## src/rtl/vga_timing_gen.sv

```systemverilog
// vga_timing_gen: two-mode VGA raster timing generator; VGA_TIMING_FRAME_CNT_EN adds a 16-bit frame counter
module vga_timing_gen #(
  parameter int CW         = 11,
  parameter int A_H_ACTIVE = 640,
  parameter int A_H_FRONT  = 16,
  parameter int A_H_SYNC   = 96,
  parameter int A_H_BACK   = 48,
  parameter int A_V_ACTIVE = 480,
  parameter int A_V_FRONT  = 10,
  parameter int A_V_SYNC   = 2,
  parameter int A_V_BACK   = 33,
  parameter bit A_H_POL    = 1'b0,
  parameter bit A_V_POL    = 1'b0,
  parameter int B_H_ACTIVE = 800,
  parameter int B_H_FRONT  = 40,
  parameter int B_H_SYNC   = 128,
  parameter int B_H_BACK   = 88,
  parameter int B_V_ACTIVE = 600,
  parameter int B_V_FRONT  = 1,
  parameter int B_V_SYNC   = 4,
  parameter int B_V_BACK   = 23,
  parameter bit B_H_POL    = 1'b1,
  parameter bit B_V_POL    = 1'b1
) (
  input  logic          vga_clock,
  input  logic          reset_n,
  input  logic          en,
  input  logic          mode_sel,
  output logic          cur_mode,
  output logic [CW-1:0] hcount,
  output logic [CW-1:0] vcount,
  output logic          hsync,
  output logic          vsync,
  output logic          blank_n,
  output logic          sync_n,
  output logic          line_start,
  output logic          frame_start
`ifdef VGA_TIMING_FRAME_CNT_EN
  ,
  output logic [15:0]   frame_cnt
`endif
);
  localparam logic [CW-1:0] ONE   = CW'(1);
  localparam logic [CW-1:0] A_HA  = CW'(A_H_ACTIVE);
  localparam logic [CW-1:0] A_HSS = CW'(A_H_ACTIVE + A_H_FRONT);
  localparam logic [CW-1:0] A_HSE = CW'(A_H_ACTIVE + A_H_FRONT + A_H_SYNC);
  localparam logic [CW-1:0] A_HM  = CW'(A_H_ACTIVE + A_H_FRONT + A_H_SYNC + A_H_BACK - 1);
  localparam logic [CW-1:0] A_VA  = CW'(A_V_ACTIVE);
  localparam logic [CW-1:0] A_VSS = CW'(A_V_ACTIVE + A_V_FRONT);
  localparam logic [CW-1:0] A_VSE = CW'(A_V_ACTIVE + A_V_FRONT + A_V_SYNC);
  localparam logic [CW-1:0] A_VM  = CW'(A_V_ACTIVE + A_V_FRONT + A_V_SYNC + A_V_BACK - 1);
  localparam logic [CW-1:0] B_HA  = CW'(B_H_ACTIVE);
  localparam logic [CW-1:0] B_HSS = CW'(B_H_ACTIVE + B_H_FRONT);
  localparam logic [CW-1:0] B_HSE = CW'(B_H_ACTIVE + B_H_FRONT + B_H_SYNC);
  localparam logic [CW-1:0] B_HM  = CW'(B_H_ACTIVE + B_H_FRONT + B_H_SYNC + B_H_BACK - 1);
  localparam logic [CW-1:0] B_VA  = CW'(B_V_ACTIVE);
  localparam logic [CW-1:0] B_VSS = CW'(B_V_ACTIVE + B_V_FRONT);
  localparam logic [CW-1:0] B_VSE = CW'(B_V_ACTIVE + B_V_FRONT + B_V_SYNC);
  localparam logic [CW-1:0] B_VM  = CW'(B_V_ACTIVE + B_V_FRONT + B_V_SYNC + B_V_BACK - 1);

  logic [CW-1:0] hcount_q, hcount_d, vcount_q, vcount_d;
  logic          cur_mode_q, cur_mode_d;
  logic [CW-1:0] h_max, h_act, h_ss, h_se, v_max, v_act, v_ss, v_se;
  logic          h_pol, v_pol, h_last, v_last, frame_wrap;

  // Timing constants of the mode currently in effect
  always_comb begin
    h_max = cur_mode_q ? B_HM  : A_HM;
    h_act = cur_mode_q ? B_HA  : A_HA;
    h_ss  = cur_mode_q ? B_HSS : A_HSS;
    h_se  = cur_mode_q ? B_HSE : A_HSE;
    h_pol = cur_mode_q ? B_H_POL : A_H_POL;
    v_max = cur_mode_q ? B_VM  : A_VM;
    v_act = cur_mode_q ? B_VA  : A_VA;
    v_ss  = cur_mode_q ? B_VSS : A_VSS;
    v_se  = cur_mode_q ? B_VSE : A_VSE;
    v_pol = cur_mode_q ? B_V_POL : A_V_POL;
  end

  // Raster counters advance with en; the requested mode is only adopted on the frame wrap
  always_comb begin
    h_last     = hcount_q == h_max;
    v_last     = vcount_q == v_max;
    frame_wrap = en && h_last && v_last;
    hcount_d   = !en ? hcount_q : h_last ? '0 : hcount_q + ONE;
    vcount_d   = !(en && h_last) ? vcount_q : v_last ? '0 : vcount_q + ONE;
    cur_mode_d = frame_wrap ? mode_sel : cur_mode_q;
  end

  // Counter and mode registers
  always_ff @(posedge vga_clock or negedge reset_n)
    if (!reset_n) begin
      hcount_q   <= '0;
      vcount_q   <= '0;
      cur_mode_q <= 1'b0;
    end else begin
      hcount_q   <= hcount_d;
      vcount_q   <= vcount_d;
      cur_mode_q <= cur_mode_d;
    end

  // Zero-latency decode of sync, blanking and strobes from registered state
  always_comb begin
    cur_mode    = cur_mode_q;
    hcount      = hcount_q;
    vcount      = vcount_q;
    hsync       = (hcount_q >= h_ss && hcount_q < h_se) ? h_pol : !h_pol;
    vsync       = (vcount_q >= v_ss && vcount_q < v_se) ? v_pol : !v_pol;
    blank_n     = en && hcount_q < h_act && vcount_q < v_act;
    sync_n      = 1'b0;
    line_start  = en && hcount_q == '0;
    frame_start = en && hcount_q == '0 && vcount_q == '0;
  end

`ifdef VGA_TIMING_FRAME_CNT_EN
  logic [15:0] frame_cnt_q, frame_cnt_d;

  // Frame counter bumps on each frame wrap and rolls over naturally
  always_comb begin
    frame_cnt_d = frame_wrap ? frame_cnt_q + 16'd1 : frame_cnt_q;
    frame_cnt   = frame_cnt_q;
  end

  // Frame counter register
  always_ff @(posedge vga_clock or negedge reset_n)
    if (!reset_n) frame_cnt_q <= '0;
    else frame_cnt_q <= frame_cnt_d;
`endif
endmodule

```

## config.mk

```make
export PLATFORM = sky130hd
export DESIGN_NAME = vga_timing_gen
export DESIGN_NICKNAME = d
export VERILOG_FILES = /design/src/rtl/vga_timing_gen.sv
export SDC_FILE = /design/constraint.sdc
export NUM_CORES = 1
export LEC_CHECK = 0
export ABC_AREA = 1
export CAP_MARGIN = 0
export CORE_MARGIN = 2
export CORE_UTILIZATION = 56
export CTS_BUF_LIST = sky130_fd_sc_hd__clkbuf_8
export CTS_CLUSTER_SIZE = 10
export DETAILED_ROUTE_END_ITERATION = 8
export GPL_ROUTABILITY_DRIVEN = 1
export GPL_TIMING_DRIVEN = 1
export HOLD_SLACK_MARGIN = 0.03
export PLACE_DENSITY = 0.88
export SLEW_MARGIN = 10
export SYNTH_ARGS = -nofsm -noshare
export SYNTH_HDL_FRONTEND = slang
export SYNTH_SLANG_ARGS = --single-unit
```

## constraint.sdc

```tcl
create_clock -name vga_clock -period 2.6 [get_ports vga_clock]
set_input_delay 0.52 -clock vga_clock [delete_from_list [all_inputs] [get_ports vga_clock]]
set_output_delay 0.52 -clock vga_clock [all_outputs]
set_load 0.01 [all_outputs]
```

==> impl_results.md, run 1 <==
- Yosys synthesis warning count: 0
- CTS tree: done
- Hold Path Class: in2async
- Post-synthesis average cell area: 6.68 um^2
- Startpoint types: flop
- Clk_skew: 0.00803 ns
- Starting Density: 0.580
- Vias: 2207
- CP Max Fanout: 13
- Async SR Flop Fraction: 1.00
- CTS root buffer: clkbuf_8
- DRT Pass-1 Iters: 4
- Synth Net Count: 338
- Max VDD drop: 0.542 mV
- Synth top area cells: dfrtp_1 (27%), nand2_1 (17%), ha_1 (11%)
- Area growth syn-to-layout: 25.4%
- Die area: 4270 um^2
- CTS Hold Bufs: 0
- WP data required: 2.08 ns
- Post-synth top cells: nand2_1 (97), inv_1 (35), nand3_1 (34)
- Netlist cell types: 32
- R2r endpoint: vcount[9]
- Pleak: 1.32 nW
- Final period util: 0.966
- Vias per cell: 5.38
- Main synth FF type: dfrtp_1
- Layout cells sized above 1: 0.138
- Max-Cap Viols: 0
- Crit Path Class: reg2out
- Core area: 3630 um^2
- Yosys top cell area share: 0.273
- Placer Congestion: 0.915
- Largest net degree at the start of global routing: 24
- Port Buffer Count: 31
- Worst reg-to-reg path cell count: 8
- Post-Route WL: 5430 um
- Max-slew violation count: 0
- Total Routing Usage GR: 0.262
- Nets@finish: 386
- Achievable frequency: 398 MHz
- Status: finished, final reports clean
- Std-Cell Rows: 22
- Post-synth EDFFs: 0
- Clock net sink count: 23
- Cell area after synthesis: 2110 um^2
- Total power: 1.33 mW
- # DRC: 0
- Worst-path clk slew: 0.09 ns
- Seq cells post-synth: 23
- Detail Placement HPWL: 3960 um
- Number of nets with antenna violations after routing: 0
- Worst EP arrival: 1.99 ns
- IO Pins: 33
- Num CTS Buffers: 3
- DR iter-0 viols: 177
- CP endpoint kind: primary output
- Fin crit period: 2.51 ns
- Seq/Total Area, Yosys: 0.273
- Final Hold Viols: 0
- Initial antenna violation count: 0
- Number of H-tree levels: 1
- Height of the die: 65.3 um
- Area leader, netlist: dfrtp_1
- Setup Viol. Count Final: 0
- Final Util: 0.727
- Power Dens Cells: 503 nW/um^2
- Wire length per cell: 13.2 um
- Setup slack, reg-to-reg: 0.77 ns
- Worst-skew pair later-pin latency: 0.27 ns
- Diodes inserted: 0
- FF-to-FF Start: cur_mode
- Gr ovfl total: 0
- Cells after Synth: 315
- Vias in the first global route: 2002
- Global-route wire length before repair: 8880 um
- Chip width: 65.3 um
- Longest Clk Path Bufs: 2
- Count leader, synth: nand2_1
## repair_timing
action,CTS,global route
endpoints found under the setup margin,4,4
gates cloned,0,0
pin swaps,1,3
setup buffers,0,3
resized for setup,8,14
## registers in the layout, indices dropped and copies added (netlist names)
| signal | cells |
|---|---|
| vcount | 11 |
| hcount | 11 |
| cur_mode | 1 |
## metrics by stage
step,hold slack (ns),std cells,setup TNS (ns),cell area (um^2),worst slack (ns)
global placement,0.573,403,0,2550,0.0651
floorplan,0.224,315,0,2110,0.322
global route,0.637,410,-0.0105,2640,-0.0105
detailed placement,0.592,403,0,2550,0.0129
finish,0.597,410,0,2640,0.0881
CTS,0.603,407,0,2600,0.0162
## routing by layer
metal / vias to the layer above / part of all wire / global-route usage
met5: - / 0 / 0
met4: 0 / 0.015 / 0.0781
met3: 11 / 0.066 / 0.0360
met2: 84 / 0.45 / 0.404
met1: 1008 / 0.47 / 0.382
li1: 1104 / - / -
## layout by cell type (no fill, tap or decap), drive strengths merged
| cell type | count |
|---|---|
| a21oi | 4 |
| buf | 19 |
| inv | 40 |
| o21ai | 13 |
| nand2 | 99 |
| clkdlybuf4s50 | 26 |
| ha | 19 |
| dlymetal6s2s | 1 |
| nand3 | 36 |
| or2 | 3 |
| xor2 | 8 |
| nand4 | 7 |
| nor4 | 1 |
| clkinv | 1 |
| dfrtp | 23 |
| nor3b | 1 |
| nor3 | 14 |
| dlygate4sd2 | 1 |
| nor2 | 34 |
| o21bai | 1 |
| nand3b | 3 |
| clkbuf | 6 |
| conb | 1 |
| xnor2 | 1 |
## area by class of cell
type,instances,area (um^2)
inverter,40,160
clock buffer,3,41.3
clock inverter,1,3.75
tap,48,60.1
sequential,23,578
fill,290,992
timing repair buffer,50,455
multi-input combinational,245,1340
## kinds of logic (layout without fill, tap and decap cells)
logic type      after synthesis  in the layout  share of synthesized area
simple gates                198            198                      0.428
buf+inv                      47             94                      0.103
flops                        23             23                      0.273
fa+ha+maj                    19             19                      0.113
compound gates               18             18                     0.0440
xor+xnor                      9              9                     0.0374
other cells                   1              1                    0.00178
## worst max-delay path, stage by stage (launching register included)
cell and delay [ns]:
dfrtp_2 0.47, buf_12 0.17, ha_1 0.28, nand2_1 0.08, nor3_1 0.18, nand3_1 0.15, nor2_1 0.12, nor2_1 0.05
nor2_1 0.09, clkbuf_2 0.14
## worst max-delay path by stage
stage | from | to | slack [ns]
after floorplan | cur_mode | blank_n | 0.32
after global placement | en | blank_n | 0.07
after detailed placement | cur_mode | hsync | 0.01
after CTS | cur_mode | vsync | 0.02
after global routing | cur_mode | vsync | -0.01
final | cur_mode | vsync | 0.09
## power by group
part | switching (mW) | internal (mW) | leakage, nW | total, mW
clock network | 0.118 | 0.106 | 0.0269 | 0.224
logic | 0.334 | 0.258 | 0.995 | 0.593
registers | 0.0948 | 0.416 | 0.300 | 0.511
total | 0.548 | 0.780 | 1.32 | 1.33
(Power assumes the default switching activity.)
==> inputs of run 2 (changes only) <==
--- a/config.mk
+++ b/config.mk
@@ -8,14 +8,14 @@
 export ABC_AREA = 1
 export CAP_MARGIN = 0
 export CORE_MARGIN = 2
-export CORE_UTILIZATION = 56
+export CORE_UTILIZATION = 53
 export CTS_BUF_LIST = sky130_fd_sc_hd__clkbuf_8
 export CTS_CLUSTER_SIZE = 10
 export DETAILED_ROUTE_END_ITERATION = 8
 export GPL_ROUTABILITY_DRIVEN = 1
 export GPL_TIMING_DRIVEN = 1
 export HOLD_SLACK_MARGIN = 0.03
-export PLACE_DENSITY = 0.88
+export PLACE_DENSITY = 0.84
 export SLEW_MARGIN = 10
 export SYNTH_ARGS = -nofsm -noshare
 export SYNTH_HDL_FRONTEND = slang
==> impl_results.md, run 2 (same netlist as run 1, synthesis figures left out) <==
- Max-Cap Viols: 0 (unchanged)
- Std-Cell Rows: 22 (unchanged)
- Commonest non-fill, non-tap cells in the layout: nand2_1 (96), inv_1 (35), nand3_1 (34)
- Area growth syn-to-layout: 24.5%
- Setup ws final: 0.0585 ns (-0.0296 ns)
- Longest Clk Path Bufs: 2 (unchanged)
- Final period util: 0.977 (+0.0114)
- Metal1 wirelength: 2440 um (-4.7%)
- Clock net sink count: 23 (unchanged)
- Clk_skew: 0.00250 ns (-0.00553 ns)
- Fin crit period: 2.54 ns (+0.0296 ns)
- Setup slack at placement: 0.000178 ns (-0.0128 ns)
- Number of H-tree levels: 1 (unchanged)
- Die area: 4490 um^2 (+5.3%)
- Post-Layout Cell Count: 410 (unchanged)
- Most Frequent Cell on Critical Path: nand2_1
- Reg area: 578 um^2 (unchanged)
- Diodes inserted: 0 (unchanged)
- DR iter-0 viols: 162 (-8.5%)
- Crit Path Class: reg2out
- Max-slew violation count: 0 (unchanged)
- Final Util: 0.701 (-0.0264)
- Critical Path Slowest Stage Cell: dfrtp_2
- Area of the multi-input gates: 1340 um^2 (-0.47%)
- CP top delay family: flip-flops
- Worst-path clk slew: 0.09 ns (about the same)
- IO Pins: 33 (unchanged)
- CP Max Fanout: 10 (-3)
- Placer Congestion: 0.944 (+3.1%)
- Crit path cell chain: buf_6, ha_1, nand2_1, a21oi_2, nand2_1, a21oi_2, nand2_1, nand2_1, nand2_1, dlygate4sd2_1
- Vias per cell: 5.34 (-0.82%)
- Port Buffer Count: 31 (unchanged)
- Largest net degree at the start of global routing: 24 (unchanged)
- Startpoint types: flop
- Top routing layer in use: met4
- Core area: 3740 um^2 (+3.0%)
- Initial antenna violation count: 0 (unchanged)
- Commonest non-fill, non-tap cell in the layout: nand2_1
- CTS tree: done
- Power Dens Cells: 508 nW/um^2 (+1.0%)
- Wire length per cell: 12.8 um (-3.4%)
- Global-route wire length before repair: 8710 um (-1.9%)
- Hold Path Class: in2async
- Height of the die: 67.0 um (+2.6%)
- CP Buf/Inv Count: 2 (unchanged)
- WP data required: 2.08 ns (about the same)
- Max VDD drop: 0.529 mV (-2.5%)
- DRT Pass-1 Iters: 5 (+1)
- Nets@finish: 386 (unchanged)
- Pleak: 1.30 nW (-1.7%)
- # fillers: 310 (+6.9%)
- Chip width: 67.0 um (+2.6%)
- Setup Viol. Count Final: 0 (unchanged)
- Metal2 WL: 2290 um (-5.8%)
- Total Routing Usage GR: 0.256 (-0.00663)
- Layout cells sized above 1: 0.141 (+0.00276)
- Number of nets with antenna violations after routing: 0 (unchanged)
- Status: finished, final reports clean
- Worst-skew pair later-pin latency: 0.27 ns (about the same)
- RSZ-0062 raised after global routing: yes
- Cells after DPL: 406 (+0.74%)
- CP endpoint kind: primary output
- Vias: 2189 (-0.82%)
- # DRC: 0 (unchanged)
- Detail Placement HPWL: 4000 um (+1.1%)
- Vias in the first global route: 1858 (-7.2%)
- Final Hold Viols: 0 (unchanged)
- CTS root buffer: clkbuf_8
- Worst EP arrival: 2.02 ns (+0.03 ns)
- Num CTS Buffers: 3 (unchanged)
- CP max stage delay: 0.46 ns (about the same)
- Starting Density: 0.563 (-0.0170)
- Wire length on met3: 456 um (+27%)
- Achievable frequency: 393 MHz (-1.2%)
- Gr ovfl total: 0 (unchanged)
- Post-Route WL: 5240 um (-3.4%)
run 2: metrics by stage:
| stage | setup TNS [ns] | cell area (um^2) | total power [mW] | hold WS [ns] |
|---|---|---|---|---|
| after floorplan | 0 | 2110 | 0.828 | 0.224 |
| after detailed placement | 0 | 2560 | 1.09 | 0.598 |
| after global routing | -0.0863 | 2620 | 1.42 | 0.624 |
| final | 0 | 2620 | 1.33 | 0.596 |
| after global placement | 0 | 2560 | 1.07 | 0.571 |
| after CTS | 0 | 2610 | 1.33 | 0.605 |
run 2: layer usage:
metal  up-vias  GRT usage
li1       1106          -
met1       971      0.397
met2       105      0.361
met3         7     0.0304
met4         0     0.0816
met5         -          0
run 2: report_power, final:
part	internal (mW)	leakage [nW]	total, mW	switching (mW)
sequential	0.416	0.300	0.497	0.0809
combinational	0.263	0.974	0.600	0.337
clock	0.107	0.0255	0.234	0.127
run 2: final timing paths:
path	start	to	slack [ns]	cells after the start
worst max-delay path	cur_mode	hsync	0.06	10
worst min register to register	vcount[0]	vcount[0]	0.61	3
worst max register to register	cur_mode	hcount[3]	0.81	10
worst min-delay path	reset_n	hcount[1]	0.60	2
min in group vga_clock	vcount[0]	vcount[0]	0.61	3
max in group asynchronous	reset_n	cur_mode	1.75	2
run 2: repair_timing:
action	4_1_cts	5_1_grt
endpoints found under the hold margin	0	0
hold buffers	0	0
setup endpoints to repair	4	4
resized for setup	7	12
pin swaps	0	2
buffers inserted	0	0
run 2: final cells by class:
| type | count | share of cell area |
|---|---|---|
| Clock buffer | 3 | 0.0157 |
| Clock inverter | 1 | 0.00191 |
| Inverter | 40 | 0.0601 |
| Multi-Input combinational cell | 245 | 0.510 |
| Sequential cell | 23 | 0.220 |
| Tap cell | 48 | 0.0229 |
| Timing Repair Buffer | 50 | 0.169 |
==> inputs of run 3 (changes only) <==
--- a/config.mk
+++ b/config.mk
@@ -8,14 +8,14 @@
 export ABC_AREA = 1
 export CAP_MARGIN = 0
 export CORE_MARGIN = 2
-export CORE_UTILIZATION = 53
+export CORE_UTILIZATION = 55
 export CTS_BUF_LIST = sky130_fd_sc_hd__clkbuf_8
 export CTS_CLUSTER_SIZE = 10
 export DETAILED_ROUTE_END_ITERATION = 8
 export GPL_ROUTABILITY_DRIVEN = 1
 export GPL_TIMING_DRIVEN = 1
 export HOLD_SLACK_MARGIN = 0.03
-export PLACE_DENSITY = 0.84
+export PLACE_DENSITY = 0.86
 export SLEW_MARGIN = 10
 export SYNTH_ARGS = -nofsm -noshare
 export SYNTH_HDL_FRONTEND = slang
==> impl_results.md, run 3 (same netlist as run 1, synthesis figures left out) <==
- Gr ovfl total: 0 (unchanged)
- DR iter-0 viols: 130 (-20%)
- Wire length per cell: 13.6 um (+6.5%)
- WHS: 0.591 ns (-0.00458 ns)
- Starting Density: 0.575 (+0.0127)
- Max-Cap Viols: 0 (unchanged)
- Number of H-tree levels: 1 (unchanged)
- Final Util: 0.732 (+0.0315)
- Worst-skew pair later-pin latency: 0.27 ns (about the same)
- Global-route wire length before repair: 9110 um (+4.5%)
- WP data required: 2.08 ns (about the same)
- Core area: 3660 um^2 (-2.2%)
- Port Buffer Count: 31 (unchanged)
- Vias in the first global route: 1998 (+7.5%)
- Final Hold Viols: 0 (unchanged)
- Initial antenna violation count: 0 (unchanged)
- Post-Layout Cell Count: 412 (+0.49%)
- Crit Path Class: reg2out
- Largest net degree at the start of global routing: 24 (unchanged)
- Chip width: 65.9 um (-1.7%)
- Power Dens Cells: 505 nW/um^2 (-0.56%)
- # DRC: 0 (unchanged)
- Num CTS Buffers: 3 (unchanged)
- Longest Clk Path Bufs: 2 (unchanged)
- Diodes inserted: 0 (unchanged)
- Height of the die: 65.9 um (-1.7%)
- CTS root buffer: clkbuf_8
- Worst reg-to-reg path cell count: 9 (-1)
- Total Routing Usage GR: 0.268 (+0.0125)
- Startpoint types: flop
- Max-slew violation count: 0 (unchanged)
- Commonest non-fill, non-tap cells in the layout: nand2_1 (94), inv_1 (35), nand3_1 (34)
- Pleak: 1.32 nW (+1.8%)
- Clock net sink count: 23 (unchanged)
- Total power: 1.35 mW (+1.6%)
- CP Max Fanout: 11 (+1)
- Layout cells sized above 1: 0.157 (+0.0157)
- Commonest non-fill, non-tap cell in the layout: nand2_1
- Worst-path clk slew: 0.09 ns (about the same)
- Die area: 4340 um^2 (-3.4%)
- Fin crit period: 2.51 ns (-0.0316 ns)
- Nets@finish: 388 (+0.52%)
- FF-to-FF Start: cur_mode
- Clk_skew: 0.00352 ns (+0.00102 ns)
- Crit path launch: cur_mode
- Status: finished, final reports clean
- IO Pins: 33 (unchanged)
- CTS tree: done
- Area growth syn-to-layout: 27.3%
- Post-Route WL: 5610 um (+7.0%)
- DRT Pass-1 Iters: 5 (unchanged)
- Placer Congestion: 0.892 (-5.5%)
- Max VDD drop: 0.511 mV (-3.3%)
- Vias: 2264 (+3.4%)
- # fillers: 291 (-6.1%)
- CP endpoint kind: primary output
- Number of nets with antenna violations after routing: 0 (unchanged)
- Detail Placement HPWL: 4060 um (+1.4%)
- Achievable frequency: 398 MHz (+1.3%)
- Vias per cell: 5.50 (+2.9%)
- Std-Cell Rows: 22 (unchanged)
- Cells after DPL: 406 (unchanged)
- Hold Path Class: in2async
- CTS Hold Bufs: 0 (unchanged)
- Setup Viol. Count Final: 0 (unchanged)
- Worst EP arrival: 1.99 ns (-0.03 ns)
- Final period util: 0.965 (-0.0121)
-- run 3: cell types whose count changed in the layout (fill, tap and decap cells not counted), sizes merged --
cell | before | now
buf | 19 | 21
dlygate4sd2 | 2 | 0
clkdlybuf4s15 | 0 | 1
dlymetal6s2s | 0 | 1
-- run 3: worst paths after layout --
path | end | slack [ns]
min in group vga_clock | hcount[0] | 0.60
worst max register to register | vcount[9] | 0.72
max in group asynchronous | cur_mode | 1.74
worst min-delay path | hcount[3] | 0.59
worst min register to register | hcount[0] | 0.60
worst max-delay path | hsync | 0.09
-- run 3: metal layers --
layer	up-vias	wire length, um	track usage
met5	-	0	0
met4	0	75	0.0755
met3	9	458	0.0256
met2	92	2560	0.407
met1	1054	2520	0.403
li1	1109	-	-
-- run 3: final cells by class --
type                            instances  area [um^2]  area share
Multi-Input combinational cell        245         1370       0.512
Sequential cell                        23          577       0.215
Timing Repair Buffer                   52          468       0.175
Inverter                               40          158      0.0588
Tap cell                               48         60.1      0.0224
Clock buffer                            3         41.3      0.0154
Clock inverter                          1         5.00     0.00187
-- run 3: report_power, final --
part           leakage, nW  switching [mW]  total [mW]  internal [mW]
Clock               0.0255           0.126       0.233          0.107
Combinational        0.996           0.350       0.622          0.272
Sequential           0.301          0.0827       0.499          0.416
-- run 3: timing repair --
| action | 4_1_cts | 5_1_grt |
|---|---|---|
| setup endpoints to repair | 4 | 5 |
| gates resized for setup | 6 | 19 |
| pin swaps | 0 | 2 |
| setup buffers | 2 | 0 |
-- run 3: worst max-delay path: stages (launching register included) --
cell and delay, ns:
dfrtp_2 0.43, inv_4 0.09, ha_1 0.36, inv_1 0.13, nor3_2 0.22, a21oi_2 0.09, nand2_1 0.06, nand2_1 0.05
nand2_1 0.05, clkdlybuf4s15_1 0.23
-- run 3: per-stage QoR --
stage | TNS, ns | setup slack (ns) | cell area [um^2]
floorplan | 0 | 0.322 | 2110
global placement | 0 | 0.0681 | 2560
detailed placement | 0 | 0.0295 | 2560
CTS | -0.0106 | -0.0106 | 2630
global route | -0.0241 | -0.0208 | 2680
finish | 0 | 0.0901 | 2680
